**src/rtl/ctrl_pkg.sv**
```systemverilog
// Shared constants for the ctrl_unit slice: opcodes, ALU source codes,
// active-low load masks and FSM state encodings.
// Optional feature macro: CTRL_UNIT_HALT_EN (adds HLT opcode and HALTED state).
package ctrl_pkg;

  localparam int unsigned OPC_W   = 4;
  localparam int unsigned SEL_W   = 2;
  localparam int unsigned LOAD_W  = 4;
  localparam int unsigned STATE_W = 2;

  // Opcodes
  localparam logic [OPC_W-1:0] OPC_ADD_A_IM = 4'b0000;
  localparam logic [OPC_W-1:0] OPC_MOV_A_B  = 4'b0001;
  localparam logic [OPC_W-1:0] OPC_IN_A     = 4'b0010;
  localparam logic [OPC_W-1:0] OPC_MOV_A_IM = 4'b0011;
  localparam logic [OPC_W-1:0] OPC_MOV_B_A  = 4'b0100;
  localparam logic [OPC_W-1:0] OPC_ADD_B_IM = 4'b0101;
  localparam logic [OPC_W-1:0] OPC_IN_B     = 4'b0110;
  localparam logic [OPC_W-1:0] OPC_MOV_B_IM = 4'b0111;
  localparam logic [OPC_W-1:0] OPC_OUT_B    = 4'b1001;
  localparam logic [OPC_W-1:0] OPC_OUT_IM   = 4'b1011;
  localparam logic [OPC_W-1:0] OPC_JNC      = 4'b1110;
  localparam logic [OPC_W-1:0] OPC_JMP      = 4'b1111;
`ifdef CTRL_UNIT_HALT_EN
  localparam logic [OPC_W-1:0] OPC_HLT      = 4'b1000;
`endif

  // ALU source select
  localparam logic [SEL_W-1:0] SEL_A    = 2'b00;
  localparam logic [SEL_W-1:0] SEL_B    = 2'b10;
  localparam logic [SEL_W-1:0] SEL_IN   = 2'b01;
  localparam logic [SEL_W-1:0] SEL_ZERO = 2'b11;

  // Active-low load enables {pc, out, b, a}
  localparam logic [LOAD_W-1:0] LOAD_A    = 4'b1110;
  localparam logic [LOAD_W-1:0] LOAD_B    = 4'b1101;
  localparam logic [LOAD_W-1:0] LOAD_OUT  = 4'b1011;
  localparam logic [LOAD_W-1:0] LOAD_PC   = 4'b0111;
  localparam logic [LOAD_W-1:0] LOAD_NONE = 4'b1111;

  // FSM states
  localparam logic [STATE_W-1:0] ST_IDLE = 2'b00;
  localparam logic [STATE_W-1:0] ST_EXEC = 2'b01;
`ifdef CTRL_UNIT_HALT_EN
  localparam logic [STATE_W-1:0] ST_HALT = 2'b10;
`endif

endpackage

```
**src/rtl/ctrl_decode.sv**
```systemverilog
// Combinational opcode/carry_flag to sel/load/illegal decode table.
// Optional feature macro: CTRL_UNIT_HALT_EN (decodes 1000 as HLT).
module ctrl_decode
  import ctrl_pkg::*;
(
  input  logic [OPC_W-1:0]  opcode,
  input  logic              carry_flag,
  output logic [SEL_W-1:0]  sel,
  output logic [LOAD_W-1:0] load,
  output logic              illegal
`ifdef CTRL_UNIT_HALT_EN
  ,
  output logic              hlt
`endif
);

  // Decode table; anything unlisted is a no-op flagged illegal
  always_comb begin
    sel     = SEL_ZERO;
    load    = LOAD_NONE;
    illegal = 1'b0;
`ifdef CTRL_UNIT_HALT_EN
    hlt     = 1'b0;
`endif
    unique case (opcode)
      OPC_MOV_A_IM: begin sel = SEL_ZERO; load = LOAD_A;   end
      OPC_MOV_B_IM: begin sel = SEL_ZERO; load = LOAD_B;   end
      OPC_MOV_A_B:  begin sel = SEL_B;    load = LOAD_A;   end
      OPC_MOV_B_A:  begin sel = SEL_A;    load = LOAD_B;   end
      OPC_ADD_A_IM: begin sel = SEL_A;    load = LOAD_A;   end
      OPC_ADD_B_IM: begin sel = SEL_B;    load = LOAD_B;   end
      OPC_IN_A:     begin sel = SEL_IN;   load = LOAD_A;   end
      OPC_IN_B:     begin sel = SEL_IN;   load = LOAD_B;   end
      OPC_OUT_IM:   begin sel = SEL_ZERO; load = LOAD_OUT; end
      OPC_OUT_B:    begin sel = SEL_B;    load = LOAD_OUT; end
      OPC_JMP:      begin sel = SEL_ZERO; load = LOAD_PC;  end
      OPC_JNC:      begin
        sel  = SEL_ZERO;
        load = carry_flag ? LOAD_NONE : LOAD_PC;
      end
`ifdef CTRL_UNIT_HALT_EN
      OPC_HLT:      hlt = 1'b1;
`endif
      default:      illegal = 1'b1;
    endcase
  end

endmodule

```
**src/rtl/ctrl_unit.sv**
```systemverilog
// Instruction sequencer: accepts {opcode, im} words, presents one decoded
// control word per instruction and tracks the carry flag.
// Optional feature macro: CTRL_UNIT_HALT_EN (HLT opcode, HALTED state, halted port).
module ctrl_unit
  import ctrl_pkg::*;
#(
  parameter int unsigned DATA_W = 4
) (
  input  logic                    clk,
  input  logic                    rst,
  input  logic [OPC_W+DATA_W-1:0] op,
  input  logic                    op_valid,
  output logic                    op_ready,
  input  logic                    alu_carry,
  input  logic                    ctl_ready,
  output logic                    ctl_valid,
  output logic [SEL_W-1:0]        sel,
  output logic [LOAD_W-1:0]       load,
  output logic [DATA_W-1:0]       im,
  output logic                    carry_flag,
  output logic                    illegal
`ifdef CTRL_UNIT_HALT_EN
  ,
  output logic                    halted
`endif
);

  logic [STATE_W-1:0] state_q, state_d;
  logic               op_ready_d, ctl_valid_d, carry_d;
  logic [SEL_W-1:0]   sel_d;
  logic [LOAD_W-1:0]  load_d;
  logic [DATA_W-1:0]  im_d;
  logic               ill_q, ill_d;
  logic [SEL_W-1:0]   dec_sel;
  logic [LOAD_W-1:0]  dec_load;
  logic               dec_illegal;
`ifdef CTRL_UNIT_HALT_EN
  logic               hlt_q, hlt_d, halted_d, dec_hlt;
`endif

  // Decode the incoming word so the control word is registered at acceptance
  ctrl_decode u_decode (
    .opcode     (op[OPC_W+DATA_W-1 -: OPC_W]),
    .carry_flag (carry_flag),
    .sel        (dec_sel),
    .load       (dec_load),
    .illegal    (dec_illegal)
`ifdef CTRL_UNIT_HALT_EN
    ,
    .hlt        (dec_hlt)
`endif
  );

  // Next state and next registered outputs
  always_comb begin
    state_d     = state_q;
    op_ready_d  = 1'b0;
    ctl_valid_d = 1'b0;
    sel_d       = SEL_ZERO;
    load_d      = LOAD_NONE;
    im_d        = '0;
    carry_d     = carry_flag;
    ill_d       = ill_q;
`ifdef CTRL_UNIT_HALT_EN
    hlt_d       = hlt_q;
    halted_d    = 1'b0;
`endif
    unique case (state_q)
      ST_IDLE: begin
        if (op_valid && op_ready) begin
          state_d     = ST_EXEC;
          ctl_valid_d = 1'b1;
          sel_d       = dec_sel;
          load_d      = dec_load;
          im_d        = op[DATA_W-1:0];
          ill_d       = dec_illegal;
`ifdef CTRL_UNIT_HALT_EN
          hlt_d       = dec_hlt;
`endif
        end else begin
          op_ready_d = 1'b1;
        end
      end
      ST_EXEC: begin
        if (ctl_ready) begin
          carry_d = alu_carry;
`ifdef CTRL_UNIT_HALT_EN
          if (hlt_q) begin
            state_d  = ST_HALT;
            halted_d = 1'b1;
          end else
`endif
          begin
            state_d    = ST_IDLE;
            op_ready_d = 1'b1;
          end
        end else begin
          ctl_valid_d = 1'b1;
          sel_d       = sel;
          load_d      = load;
          im_d        = im;
        end
      end
`ifdef CTRL_UNIT_HALT_EN
      ST_HALT: halted_d = 1'b1;
`endif
      default: state_d = ST_IDLE;
    endcase
  end

  // State, pre-decoded instruction register and output registers
  always_ff @(posedge clk) begin
    if (rst) begin
      state_q    <= ST_IDLE;
      op_ready   <= 1'b0;
      ctl_valid  <= 1'b0;
      sel        <= SEL_ZERO;
      load       <= LOAD_NONE;
      im         <= '0;
      carry_flag <= 1'b0;
      ill_q      <= 1'b0;
`ifdef CTRL_UNIT_HALT_EN
      hlt_q      <= 1'b0;
      halted     <= 1'b0;
`endif
    end else begin
      state_q    <= state_d;
      op_ready   <= op_ready_d;
      ctl_valid  <= ctl_valid_d;
      sel        <= sel_d;
      load       <= load_d;
      im         <= im_d;
      carry_flag <= carry_d;
      ill_q      <= ill_d;
`ifdef CTRL_UNIT_HALT_EN
      hlt_q      <= hlt_d;
      halted     <= halted_d;
`endif
    end
  end

  // Illegal pulse coincides with the completing cycle, so it is combinational
  assign illegal = (state_q == ST_EXEC) && ctl_ready && ill_q && !rst;

endmodule

```
**config.mk**
```make
export PLATFORM = sky130hd
export DESIGN_NAME = ctrl_unit
export DESIGN_NICKNAME = d
export VERILOG_FILES = /design/src/rtl/ctrl_pkg.sv /design/src/rtl/ctrl_decode.sv /design/src/rtl/ctrl_unit.sv
export SDC_FILE = /design/constraint.sdc
export NUM_CORES = 1
export LEC_CHECK = 0
export ABC_AREA = 1
export CAP_MARGIN = 20
export CORE_MARGIN = 5
export CORE_UTILIZATION = 45
export DETAILED_ROUTE_END_ITERATION = 8
export GPL_TIMING_DRIVEN = 1
export PLACE_DENSITY = 0.9
export SLEW_MARGIN = 0
export SYNTH_ARGS = -nofsm -noshare
export SYNTH_HDL_FRONTEND = slang
export SYNTH_HIERARCHICAL = 1
export SYNTH_SLANG_ARGS = --single-unit
```
**constraint.sdc**
```tcl
create_clock -name clk -period 2.42 [get_ports clk]
set_input_delay 0.484 -clock clk [delete_from_list [all_inputs] [get_ports clk]]
set_output_delay 0.484 -clock clk [all_outputs]
set_load 0.1 [all_outputs]
```
==> impl_results.md, run 1 <==
* Gr usage total at 0.1383
* Slew Viols, Final at 0
* Post-route setup TNS at 0 ns
* # H-tree levels at 1
* Seq/Total Area, Yosys at 0.3980
* Site Rows at 14
* RSZ-0062 raised after global routing: false
* Iter 0 DRT Violations at 5
* Mapped Nets at 109
* CTS tree: built
* Status: finished clean
* Max Cap Viol at 0
* Initial antenna violation count at 0
* Hold Crit Start: im[2]
* Post-CTS Resized at 0
* Via count at 692
* Worst Setup SP: ctl_ready
* Clock root buffer: clkbuf_4
* Final HPWL DP at 1.236 mm
* Pwr dens at 522.6 nW/um^2
* Post-route setup slack at 0.4067 ns
* Fin nets at 139
* Vias/cell at 4.908
* Clock-pin slew on the worst setup and hold paths at 0.08 ns
* Max Freq at 496.7 MHz
* Dpl ws at 0.4119 ns
* Final setup fails at 0
* Global-route wire length before repair at 2.794 mm
* Quantity of hold-fixing buffers added after cts at 0
* Max incr delay on CP at 0.53 ns
* Initial cell density of the core at 0.4894
* Metal3 WL at 146 um
* Register Area at 300.3 um^2
* Final WL at 1.618 mm
* Detail Route Antenna Nets at 0
* Area taken by multi-input logic gates at 376.6 um^2
* Critical path class: in2out
* Critical Path End Type: output pin
* Post-synthesis cell area at 754.5 um^2
* GP Congestion at 0.7627
* Layout cell share with drive strength beyond 1 at 0.2960
* Die span in y at 50.95 um
* Io pins at 27
* Post-layout total power at 0.5382 mW
* Placed cell count at 137
* Lkg Pwr at 0.4741 nW
* Clock Latency Late Sink at 0.29 ns
* Routed len/inst at 11.48 um
* Final min period at 2.013 ns
* Slew @ Worst Pin at 0.2807 ns
* Die Span X at 50.95 um
* Final hold vios at 0
* Worst-path cell chain: clkdlybuf4s50_1 -> nand2_1 -> nor3_2 -> buf_12
* Buffers added on ports at 26
* Largest net degree at the start of global routing at 14
* M1 wire length at 730 um
* Synth Instances at 96
* Worst flop-to-flop path startpoint: state_q[0]
* Post-synthesis register bit count at 15
* Antenna fix cells at 0
* Max Root-Sink Buffers at 2
* Worst Path Max Fanout at 3
* Worst VDD drop at 0.0003791 V
* CTS sink cnt at 15
* Remaining DRCs at 0
* CTS buffer count at 3
* Grt total ovfl at 0
* Worst slew margin at 0.8144
* Synthesis-to-finish area growth at 36.48%
* Core Box Area at 1541 um^2
* Iteration count of the initial detailed-routing pass at 3
* Synth cell types at 20
* CP max stage cell: clkdlybuf4s50_1
* Crit path DAT at 1.53 ns
* Die area at 2595 um^2
* Worst Path Required at 1.94 ns
* Min-delay worst type: reg2reg
* Hold slack at 0.4810 ns
* Top routing layer in use: met4
* Number of global-route vias before repair at 644
* Worst Skew at 0.004220 ns
* Non-filler cells, final at 141
* Syn_area_per_cell at 7.859 um^2
* Setup Fix Bufs, Post-CTS at 0
* Crit path buf inv count at 2
* Final Cycle Share at 0.8319
* Met2 wire len at 708 um
* CP delay by family, top: buffers and inverters
* CP Launch Type: primary input
* Syn. warnings at 6
* # fillers at 131
worst reg2reg max path, cell delays in order (launching register included):
cell	delay, ns
dfxtp_1	0.34
buf_4	0.22
nand2_2	0.17
nand2_4	0.16
nand3_1	0.10
metrics by stage:
| stage | utilization | area, um^2 |
|---|---|---|
| after floorplan | - | 759.5 |
| after global placement | 0.6502 | 1002 |
| after detailed placement | 0.6502 | 1002 |
| after CTS | 0.6680 | 1030 |
| after global routing | 0.6680 | 1030 |
| final | 0.6680 | 1030 |
metal layers:
layer | vias up | global-route usage
li1 | 372 | -
met1 | 295 | 0.1852
met2 | 22 | 0.2025
met3 | 3 | 0.04070
met4 | 0 | 0.06383
met5 | - | 0
kinds of logic (layout without fill, tap and decap cells):
kind of cell	Yosys count	after routing	share of synthesized area
buf+inv	17	46	0.1094
compound gates	8	8	0.07794
simple gates	56	56	0.4146
flops	15	15	0.3980
layout make-up:
| type | instances | area share |
|---|---|---|
| clock buffers | 3 | 0.02187 |
| repair buffers | 28 | 0.2454 |
| inverters | 14 | 0.05103 |
| flip-flops and latches | 15 | 0.2916 |
| clock inverters | 1 | 0.004860 |
| multi-input cells | 64 | 0.3657 |
| well taps | 16 | 0.01944 |
synth_stat cells:
| master | n | share of area |
|---|---|---|
| inv_1 | 12 | 0.060 |
| nand3_2 | 5 | 0.066 |
| nand4_1 | 4 | 0.033 |
| clkbuf_8 | 1 | 0.018 |
| nand3b_1 | 6 | 0.060 |
| inv_2 | 2 | 0.010 |
| o21ai_0 | 1 | 0.0066 |
| nand2_1 | 24 | 0.12 |
| buf_2 | 1 | 0.0066 |
| nand3_1 | 9 | 0.060 |
| buf_6 | 1 | 0.015 |
| dfxtp_1 | 15 | 0.40 |
| nor2_1 | 3 | 0.015 |
| nor3_1 | 1 | 0.0066 |
| a21oi_1 | 2 | 0.013 |
| a21oi_2 | 5 | 0.058 |
| nand2_2 | 1 | 0.0083 |
| nor2_2 | 1 | 0.0083 |
| nand3_4 | 1 | 0.023 |
| nand2_4 | 1 | 0.015 |
layout by cell type (no fill, tap or decap), types with 2 or more instances in the layout:
cell | synthesis | final
clkbuf_4 | 0 | 3
nand4_1 | 4 | 4
clkdlybuf4s50_1 | 0 | 12
inv_1 | 12 | 12
buf_4 | 0 | 15
nand2_1 | 24 | 24
nand3b_1 | 6 | 6
nor2_1 | 3 | 3
dfxtp_1 | 15 | 15
a21oi_1 | 2 | 2
a21oi_2 | 5 | 5
nand3_2 | 5 | 5
nand3_1 | 9 | 9
inv_2 | 2 | 2
registers in the layout (all words and copies together) (netlist names):
name	count
im	4
load	4
sel	2
carry_flag	1
ctl_valid	1
ill_q	1
op_ready	1
state_q	1
final timing paths:
check        slack, ns  cells past startpoint       to
max               0.41                      4  illegal
min               0.48                      2    im[2]
max reg2reg       1.32                      4  load[1]
min reg2reg       0.48                      2    im[2]
power breakdown:
group	internal [mW]	total [mW]	switching, mW
combinational	0.0427	0.136	0.0929
sequential	0.255	0.262	0.00642
clock	0.0615	0.141	0.0793
(Power assumes the default switching activity.)
==> run 2, diff against run 1 <==
Settings changed: CORE_UTILIZATION 45 to 38, PLACE_DENSITY 0.9 to 0.82.
Clock period 2.42 ns to 1.8 ns, I/O delays scaled along.
==> run 2 against run 1 <==
Largest cell class is now buffers. Setup slack got worse by 0.27 ns. Total power increased by 41%. Highest routed layer unchanged. First-iteration DRC count increased to 2.8 times the previous value. Combinational power increased by 56%.
==> impl_results.md, run 2 (synthesis gave the netlist of run 1 again) <==
* Worst Path Required at 1.44 ns
* Number of global-route vias before repair at 785
* Post-route setup TNS at 0 ns
* Clock root buffer: clkbuf_4
* Die Span X at 54.56 um
* Via count at 736
* Setup Fix Bufs, Post-CTS at 0
* Worst Path Max Fanout at 2
* Dpl ws at 0.1290 ns
* Die span in y at 54.56 um
* Final Cell Area at 1227 um^2
* Reg2reg setup slack at 0.71 ns
* Layout cell share with drive strength beyond 1 at 0.3071
* Io pins at 27
* GP Congestion at 0.7409
* Hold Path Depth at 2
* Initial antenna violation count at 0
* Worst-path cell chain: clkdlybuf4s50_1 -> nand2_1 -> nor3_4 -> buf_12
* WHS Endpoint: im[2]
* Crit path buf inv count at 2
* Final setup fails at 0
* Detail Route Antenna Nets at 0
* Hold slack at 0.5191 ns
* CP delay by family, top: buffers and inverters
* Buffers added on ports at 26
* Core Box Area at 1922 um^2
* Sequential group share of total power at 0.471
* Max Cap Viol at 0
* Clock-pin slew on the worst setup and hold paths at 0.08 ns
* Slew Viols, Final at 0
* CP Launch Type: primary input
* Final HPWL DP at 1.584 mm
* Clock power share at 0.249
* Remaining DRCs at 0
* CTS tree: built
* Internal at 0.5078 mW
* Final min period at 1.667 ns
* Biggest regs: im (4), load (4), sel (2)
* Worst reg2reg path depth at 4
* Die area at 2977 um^2
* Initial cell density of the core at 0.3926
* CTS buffer count at 3
* Commonest non-fill, non-tap cell in the layout: nand2_1
* RSZ-0062 raised after global routing: false
* # fillers at 164
* Worst Skew at 0.005952 ns
* Quantity of hold-fixing buffers added after cts at 0
* Switch share at 0.3296
* Final Util at 0.6387
* Slew @ Worst Pin at 0.3042 ns
* Iter 0 DRT Violations at 14
* Max incr delay on CP at 0.48 ns
* # H-tree levels at 1
* Gr usage total at 0.1493
* Synthesis-to-finish area growth at 62.69%
* Final Cycle Share at 0.9258
* Most frequent cells in the layout: nand2_1, dfxtp_1, buf_12
* Crit path DAT at 1.31 ns
* Final WL at 1.936 mm
* Fin nets at 141
* Vias/cell at 4.779
* Critical Path End Type: output pin
* Largest net degree at the start of global routing at 14
* Clock Latency Late Sink at 0.28 ns
* Min-delay worst type: reg2reg
* Pwr dens at 617.1 nW/um^2
* CP max stage cell: clkdlybuf4s50_1
* Antenna fix cells at 0
* Iteration count of the initial detailed-routing pass at 4
* Cell Area, Placed at 1200 um^2
* Critical path class: in2out
* Status: finished clean
* Routed len/inst at 12.57 um
* CTS sink cnt at 15
* Lkg Pwr at 0.5504 nW
* Site Rows at 16
* Net switching power at 0.2497 mW
* Global-route wire length before repair at 3.222 mm
* Worst VDD drop at 0.0003218 V
* Post-route setup slack at 0.1335 ns
* Comb power frac at 0.280
* Worst Setup SP: ctl_ready
* Worst slew margin at 0.7969
* Worst flop-to-flop path startpoint: state_q[0]
* Worst R2R End: load[0]
* Grt total ovfl at 0
* Max Root-Sink Buffers at 2
* Hold Crit Start: im[2]
* Final hold vios at 0
* Max Freq at 600.1 MHz
* Post-CTS Resized at 0
==> run 2: changes by cell type in the layout (fill, tap and decap cells not counted) <==
cell	previous run	this run
nor3_2	1	0
buf_4	15	4
buf_12	1	14
nor3_4	0	1
==> run 2: worst max path at each step <==
stage,endpoint,depth (start not counted),slack (ns)
floorplan,illegal,2,0.08
global placement,illegal,4,0.16
detailed placement,illegal,4,0.13
CTS,illegal,4,0.13
global route,illegal,4,0.10
finish,illegal,4,0.13
==> run 2: layer usage <==
layer | GRT usage | routed length [um]
met5 | 0 | 0
met4 | 0.05809 | 15
met3 | 0.03542 | 111
met2 | 0.2769 | 1033
met1 | 0.1606 | 775
==> run 2: tightest hold or removal path: stages (launching register included) <==
cell     delay (ns)
dfxtp_1        0.35
nand3_2        0.09
a21oi_2        0.04
==> run 2: power by group through the flow <==
stage / logic [mW] / clock network (mW) / registers [mW]
5_1_grt: 0.225 / 0.209 / 0.358
6_report: 0.212 / 0.188 / 0.357
2_1_floorplan: 0.0650 / 0 / 0.423
3_5_place_dp: 0.212 / 0 / 0.365
3_3_place_gp: 0.207 / 0 / 0.364
4_1_cts: 0.213 / 0.192 / 0.357
==> run 2: layout make-up <==
type / instances / area, um^2 / area share
repair buffers: 30 / 430.4 / 0.3507
multi-input cells: 64 / 382.9 / 0.3119
flip-flops and latches: 15 / 300.3 / 0.2446
inverters: 14 / 52.55 / 0.04281
well taps: 27 / 33.78 / 0.02752
clock buffers: 3 / 22.52 / 0.01835
clock inverters: 1 / 5.005 / 0.004077
==> run 2: stage by stage <==
step / cells / power [mW]
5_1_grt: 154 / 0.7930
6_report: 154 / 0.7574
3_5_place_dp: 150 / 0.5762
2_1_floorplan: 96 / 0.4882
3_3_place_gp: 150 / 0.5707
4_1_cts: 154 / 0.7623
==> run 3, diff against run 2 <==
Settings changed: CORE_UTILIZATION 38 to 35, MAX_ROUTING_LAYER set to met4, PLACE_DENSITY 0.82 to 0.78.
==> run 3 against run 2 <==
Routed wire length rose by 1.9%. Clock power grew 4%. Maximum frequency down 0.81%. Critical path type unchanged. Critical endpoint unchanged.
==> impl_results.md, run 3 (synthesis gave the netlist of run 1 again) <==
* Max Cap Viol at 0
* CTS buffer count at 3
* Iteration count of the initial detailed-routing pass at 4
* Crit path buf inv count at 2
* Quantity of hold-fixing buffers added after cts at 0
* GP Congestion at 0.8123
* Commonest non-fill, non-tap cell in the layout: nand2_1
* Slew Viols, Final at 0
* Clock root buffer: clkbuf_4
* Max Root-Sink Buffers at 2
* Worst VDD drop at 0.0003379 V
* Max Freq at 595.2 MHz
* Comb power frac at 0.278
* Iter 0 DRT Violations at 23
* Pwr dens at 623.4 nW/um^2
* Global-route wire length before repair at 3.581 mm
* CTS sink cnt at 15
* Initial cell density of the core at 0.3769
* Most frequent cells in the layout: nand2_1, dfxtp_1, buf_12
* Critical path class: in2out
* Die Span X at 56.43 um
* Vias/cell at 4.825
* Via count at 743
* Worst slew margin at 0.7815
* Lkg Pwr at 0.5504 nW
* CP max stage cell: clkdlybuf4s50_1
* Biggest regs: im (4), load (4), sel (2)
* Worst Path Max Fanout at 2
* Status: finished clean
* Sequential group share of total power at 0.466
* Crit path DAT at 1.32 ns
* Final setup fails at 0
* Final HPWL DP at 1.566 mm
* Final min period at 1.680 ns
* Core Box Area at 2002 um^2
* Worst Path Required at 1.44 ns
* Final WL at 1.973 mm
* Min-delay worst type: reg2reg
* Site Rows at 16
* Layout cell share with drive strength beyond 1 at 0.3071
* Final Cycle Share at 0.9334
* CP Launch Type: primary input
* Post-route setup TNS at 0 ns
* Worst-path cell chain: clkdlybuf4s50_1 -> nand2_1 -> nor3_4 -> buf_12
* Fin nets at 141
* Clock Latency Late Sink at 0.29 ns
* Antenna fix cells at 0
* Internal at 0.5079 mW
* Grt total ovfl at 0
* RSZ-0062 raised after global routing: false
* Number of global-route vias before repair at 775
* Largest net degree at the start of global routing at 14
* CTS tree: built
* Detail Route Antenna Nets at 0
* Gr usage total at 0.1486
* CP delay by family, top: buffers and inverters
* Die span in y at 56.43 um
* Net switching power at 0.2572 mW
* Routed len/inst at 12.81 um
* Final Util at 0.6131
* Synthesis-to-finish area growth at 62.69%
* Slew @ Worst Pin at 0.3272 ns
* Clock power share at 0.256
* Remaining DRCs at 0
* Post-CTS Resized at 0
* Post-layout total power at 0.7652 mW
* Critical Path End Type: output pin
* Buffers added on ports at 26
* Max incr delay on CP at 0.48 ns
* Worst Skew at 0.001308 ns
* Io pins at 27
* Initial antenna violation count at 0
* Clock-pin slew on the worst setup and hold paths at 0.09 ns
* # H-tree levels at 1
* Setup Fix Bufs, Post-CTS at 0
* Die area at 3184 um^2
* Switch share at 0.3362
* Final hold vios at 0
==> run 3: cell counts in the layout (fill, tap and decap cells not counted) <==
No cell type changed its count.
==> run 3: cell type report <==
| class | instances | area [um^2] |
|---|---|---|
| Fill cell | 170 | 774.5 |
| Timing Repair Buffer | 30 | 430.4 |
| Sequential cell | 15 | 300.3 |
| Clock buffer | 3 | 22.52 |
| Multi-Input combinational cell | 64 | 382.9 |
| Clock inverter | 1 | 5.005 |
| Tap cell | 27 | 33.78 |
| Inverter | 14 | 52.55 |
==> run 3: routing by layer <==
| layer | share of wire | global-route usage | up-vias |
|---|---|---|---|
| met5 | 0 | - | - |
| met4 | 0.024 | 0.08136 | 0 |
| met3 | 0.065 | 0.04817 | 4 |
| met2 | 0.52 | 0.2508 | 29 |
| met1 | 0.39 | 0.1509 | 337 |
| li1 | - | - | 373 |
==> run 3: worst paths after layout <==
kind                            startpoint       to  slack [ns]  cells after the start
worst max register to register  state_q[0]  load[2]        0.73                      4
worst min register to register       im[1]    im[1]        0.52                      2
worst max-delay path             ctl_ready  illegal        0.12                      4
worst min-delay path                 im[1]    im[1]        0.52                      2
==> run 3: power by group through the flow <==
stage	clock [mW]	sequential [mW]	combinational, mW
after CTS	0.203	0.357	0.214
final	0.196	0.357	0.212
after detailed placement	0	0.365	0.213
after global routing	0.218	0.359	0.225
after global placement	0	0.364	0.206
after floorplan	0	0.423	0.0650
==> run 3: stage by stage <==
step / cell area, um^2 / hold slack [ns] / std cells / worst slack [ns]
floorplan: 765.7 / 0.5092 / 96 / 0.07939
global placement: 1200 / 0.5015 / 150 / 0.1383
detailed placement: 1200 / 0.5103 / 150 / 0.1169
CTS: 1227 / 0.5234 / 154 / 0.1095
global route: 1227 / 0.5386 / 154 / 0.05491
finish: 1227 / 0.5166 / 154 / 0.1199
==> run 3: worst reg2reg max path, stage by stage, from the launching register on <==
cell     delay [ns]
dfxtp_1        0.34
buf_4          0.22
nand2_2        0.17
nand2_4        0.15
nand3_1        0.08
==> RTL edit 1 (settings of run 3) <==
Make the reset (`rst`) asynchronous in one clocked block.
--- a/src/rtl/ctrl_unit.sv
+++ b/src/rtl/ctrl_unit.sv
@@ -109,7 +109,7 @@
   end
 
   // State, pre-decoded instruction register and output registers
-  always_ff @(posedge clk) begin
+  always_ff @(posedge clk or posedge rst) begin
     if (rst) begin
       state_q    <= ST_IDLE;
       op_ready   <= 1'b0;
Check against the original RTL: differs if rst is asserted again (counterexample within 4 cycles, from zero or initial values and one cycle with rst high); with rst held inactive, the same outputs for 10 cycles.
==> RTL edit 1 against run 3 <==
  * Register-to-register slack got worse by 20 ps
  * Highest routed layer unchanged
  * Setup slack improved by 15 ps
  * Sequential cell count unchanged
  * Global-route usage decreased by 1.0 points
  * Routed wire length decreased by 16%
  * Synthesized area decreased by 9.6%
  * Cell area decreased by 6.0%
  * First-iteration DRC count decreased by 61%
Power is not compared: it rests on default switching activity, and its combinational part moved more than twofold at a synthesized area within 25%.
==> RTL edit 1: results <==
export IMPL_status="finished, final reports clean"
export IMPL_wl_per_cell_um=12.0
export IMPL_antenna_found_initial=0
export IMPL_dr_pass1_iters=4
export IMPL_p_leak_nw=0.547
export IMPL_peakVddDrop_mv=0.927
export IMPL_cts_setup_buffers=0
export IMPL_grt_pass1_vias=643
export IMPL_grt_pass1_wl_um=2770
export IMPL_worstPathArrival_ps=1310
export IMPL_first_iter_violations=9
export IMPL_relSlewSlack=0.844
export IMPL_skew_ps=6.31
export IMPL_clkTransAtPathRegs_ps=90
export IMPL_num_vias=633
export IMPL_clock_power_mw=0.192
export IMPL_routabilityCongestion=0.839
export IMPL_hold_path_class="input pin to asynchronous set/reset pin"
export IMPL_r2r_slack_ps=710
export IMPL_synth_cell_type_count=13
export IMPL_yosys_warnings=6
export IMPL_comb_cell_power_mw=0.978
export IMPL_layout_nets=126
export IMPL_startpoint="ctl_ready"
export IMPL_yosysSeqAreaShare=0.561
export IMPL_dpl_hpwl_um=1320
export IMPL_syn_num_nets=94
export IMPL_clockRootBuffer="clkbuf_4"
export IMPL_antenna_cells=0
export IMPL_ys_top_cells_by_area="dfrtp_1 33%, dfstp_2 23%, nand2_1 14%, nor2_1 7.7%, nor3_1 4.4%"
export IMPL_nFillCells=161
export IMPL_h_tree_depth=1
export IMPL_r2r_start="state_q[0]$_DFFE_PP0P_"
export IMPL_drive_gt1_frac=0.277
export IMPL_path_max_fanout=3
export IMPL_placed_cell_area_um2=1130
export IMPL_grt_use_total=0.139
export IMPL_grt_max_degree=16
export IMPL_cts_buffers_inserted=3
export IMPL_synthFlopType="dfrtp_1"
export IMPL_cts_resized_gates=0
export IMPL_yosys_top_cells_count="26 x nand2_1, 14 x nor2_1, 9 x dfrtp_1"
export IMPL_synth_async_reset_ratio=1.00
## RTL edit 1: cell count changes in the layout (fill, tap and decap cells not counted), moves of 6 or more
cell	before	now
nor2_1	3	13
dfxtp_1	15	0
dfstp_2	0	6
nand3b_1	6	0
nor3_1	0	6
dfrtp_1	0	9
## RTL edit 1: cells by family after synthesis
kind of cell / after synthesis / synth area share
AO/OA/AOI/OAI: 2 / 0.0147
buffers and inverters: 10 / 0.0661
flip-flops: 15 / 0.561
AND/OR/NAND/NOR: 54 / 0.358
## RTL edit 1: layout make-up
class / instances / share of cell area
repair buffers: 28 / 0.360
inverters: 9 / 0.0293
flip-flops and latches: 15 / 0.332
multi-input cells: 56 / 0.227
clock buffers: 4 / 0.0228
well taps: 27 / 0.0293
## RTL edit 1: metrics by stage
step	utilization	setup WS [ps]	instances	hold WS, ps
2_1_floorplan	-	86.3	81	265
3_3_place_gp	0.593	171	135	484
3_5_place_dp	0.593	121	135	490
4_1_cts	0.607	121	139	406
5_1_grt	0.607	79.4	139	419
6_report	0.607	134	139	405
## RTL edit 1: worst paths after layout
path,endpoint,depth (start not counted)
setup / recovery,illegal,4
hold / removal,im[0]$_DFFE_PP0P_,3
setup reg to reg,ctl_valid$_DFF_PP0_,5
hold reg to reg,ill_q$_DFFE_PP0P_,2
max in group asynchronous,load[1]$_DFFE_PP1P_,3
min in group clk,ill_q$_DFFE_PP0P_,2
## RTL edit 1: worst max-delay path, stage by stage
cell             delay [ps]
clkdlybuf4s50_1         500
nand2_1                 120
nor2_4                  150
buf_12                  180
## RTL edit 1: routing by layer
layer,GRT usage,vias up,share of wire
li1,-,308,-
met1,0.135,296,0.35
met2,0.243,26,0.56
met3,0.0416,3,0.078
met4,0.0747,0,0.0084
met5,-,-,0
==> RTL edit 2 (settings of run 3) <==
Made on the original files. Change the parameter `DATA_W` from 4 to 6.
--- a/src/rtl/ctrl_unit.sv
+++ b/src/rtl/ctrl_unit.sv
@@ -4,7 +4,7 @@
 module ctrl_unit
   import ctrl_pkg::*;
 #(
-  parameter int unsigned DATA_W = 4
+  parameter int unsigned DATA_W = 6
 ) (
   input  logic                    clk,
   input  logic                    rst,
Interface: changed (resized im and op); port bits go from 27 to 31. No check against the original RTL was run, so the function may have changed too.
==> RTL edit 2 against run 3 <==
  * Sequential cell count rose by 2
  * Routed wire length is 4.9% lower
  * Sequential share of layout area rose by 1.5 points
  * Via count up 6.5%
  * Cell area grew 6.9%
  * Synthesized area grew 4.1%
  * Power is 9.3% higher
  * First-iteration DRC count fell by 22%
  * Setup slack worse by 2.9 ps
  * Clock power rose by 5%
  * Highest routed layer unchanged
==> RTL edit 2: results <==
export IMPL_path_max_fanout=3
export IMPL_grt_max_degree=16
export IMPL_nFillCells=197
export IMPL_wl_per_cell_um=11.3
export IMPL_p_leak_nw=0.592
export IMPL_met2_usage=0.213
export IMPL_use_met3=0.0181
export IMPL_sh_seq_area=0.259
export IMPL_dpl_hpwl_um=1470
export IMPL_use_met1=0.148
export IMPL_grt_pass1_vias=797
export IMPL_yosys_top_cells_count="23 x nand2_1, 17 x dfxtp_1, 16 x nand3_1"
export IMPL_clk_share=0.0210
export IMPL_n_all_buffers=33
export IMPL_multi_input_area_share=0.283
export IMPL_dr_wl_met2_um=995
export IMPL_num_vias=791
export IMPL_synth_cell_type_count=17
export IMPL_die_area_um2=3290
export IMPL_place_ws_ps=115
export IMPL_syn_num_nets=120
export IMPL_synthCells=105
export IMPL_period_minus_slack_ps=1680
export IMPL_multiInputCombCellCount=70
export IMPL_bufAreaShareNonClock=0.368
export IMPL_grt_pass1_wl_um=3310
export IMPL_placed_cell_area_um2=1280
export IMPL_peakVddDrop_mv=0.443
export IMPL_status="finished, final reports clean"
export IMPL_ys_top_cells_by_area="dfxtp_1 43%, nand2_1 11%, nand3_1 10%, inv_1 6.2%, a21oi_1 5.7%"
export IMPL_dr_wl_met3_um=62
export IMPL_tightestPinTransition_ps=387
export IMPL_n_sequential_cell=17
export IMPL_dp_cells=162
export IMPL_multi_input_area_um2=372
export IMPL_first_iter_violations=18
export IMPL_yosysSeqAreaShare=0.433
export IMPL_grt_use_total=0.127
export IMPL_layout_nets=154
export IMPL_met1_length_um=796
export IMPL_skew_ps=2.10
export IMPL_final_cells=166
export IMPL_numPortBuffers=30
export IMPL_drive_gt1_frac=0.210
==> RTL edit 2: cell types whose count changed after synthesis, moves of 2 or more <==
cell,delta
nand4_1,+2
inv_2,-2
nand3_2,-5
buf_4,+2
a21oi_2,-5
dfxtp_1,+2
nand3_1,+7
a21oi_1,+7
==> RTL edit 2: power breakdown <==
group / switching (mW) / internal, mW
Clock: 0.123 / 0.0824
Sequential: 0.0152 / 0.389
Combinational: 0.137 / 0.0889
Total: 0.276 / 0.560
==> RTL edit 2: how the worst min path moves through the flow <==
stage          cells after the start  slack (ps)                      end
4_1_cts                            2         530       im[1]$_SDFFE_PP0P_
5_1_grt                            2         550       im[3]$_SDFFE_PP0P_
6_report                           2         530       im[5]$_SDFFE_PP0P_
3_5_place_dp                       2         520       im[1]$_SDFFE_PP0P_
2_1_floorplan                      2         520  carry_flag$_SDFFE_PP0P_
3_3_place_gp                       2         510  carry_flag$_SDFFE_PP0P_
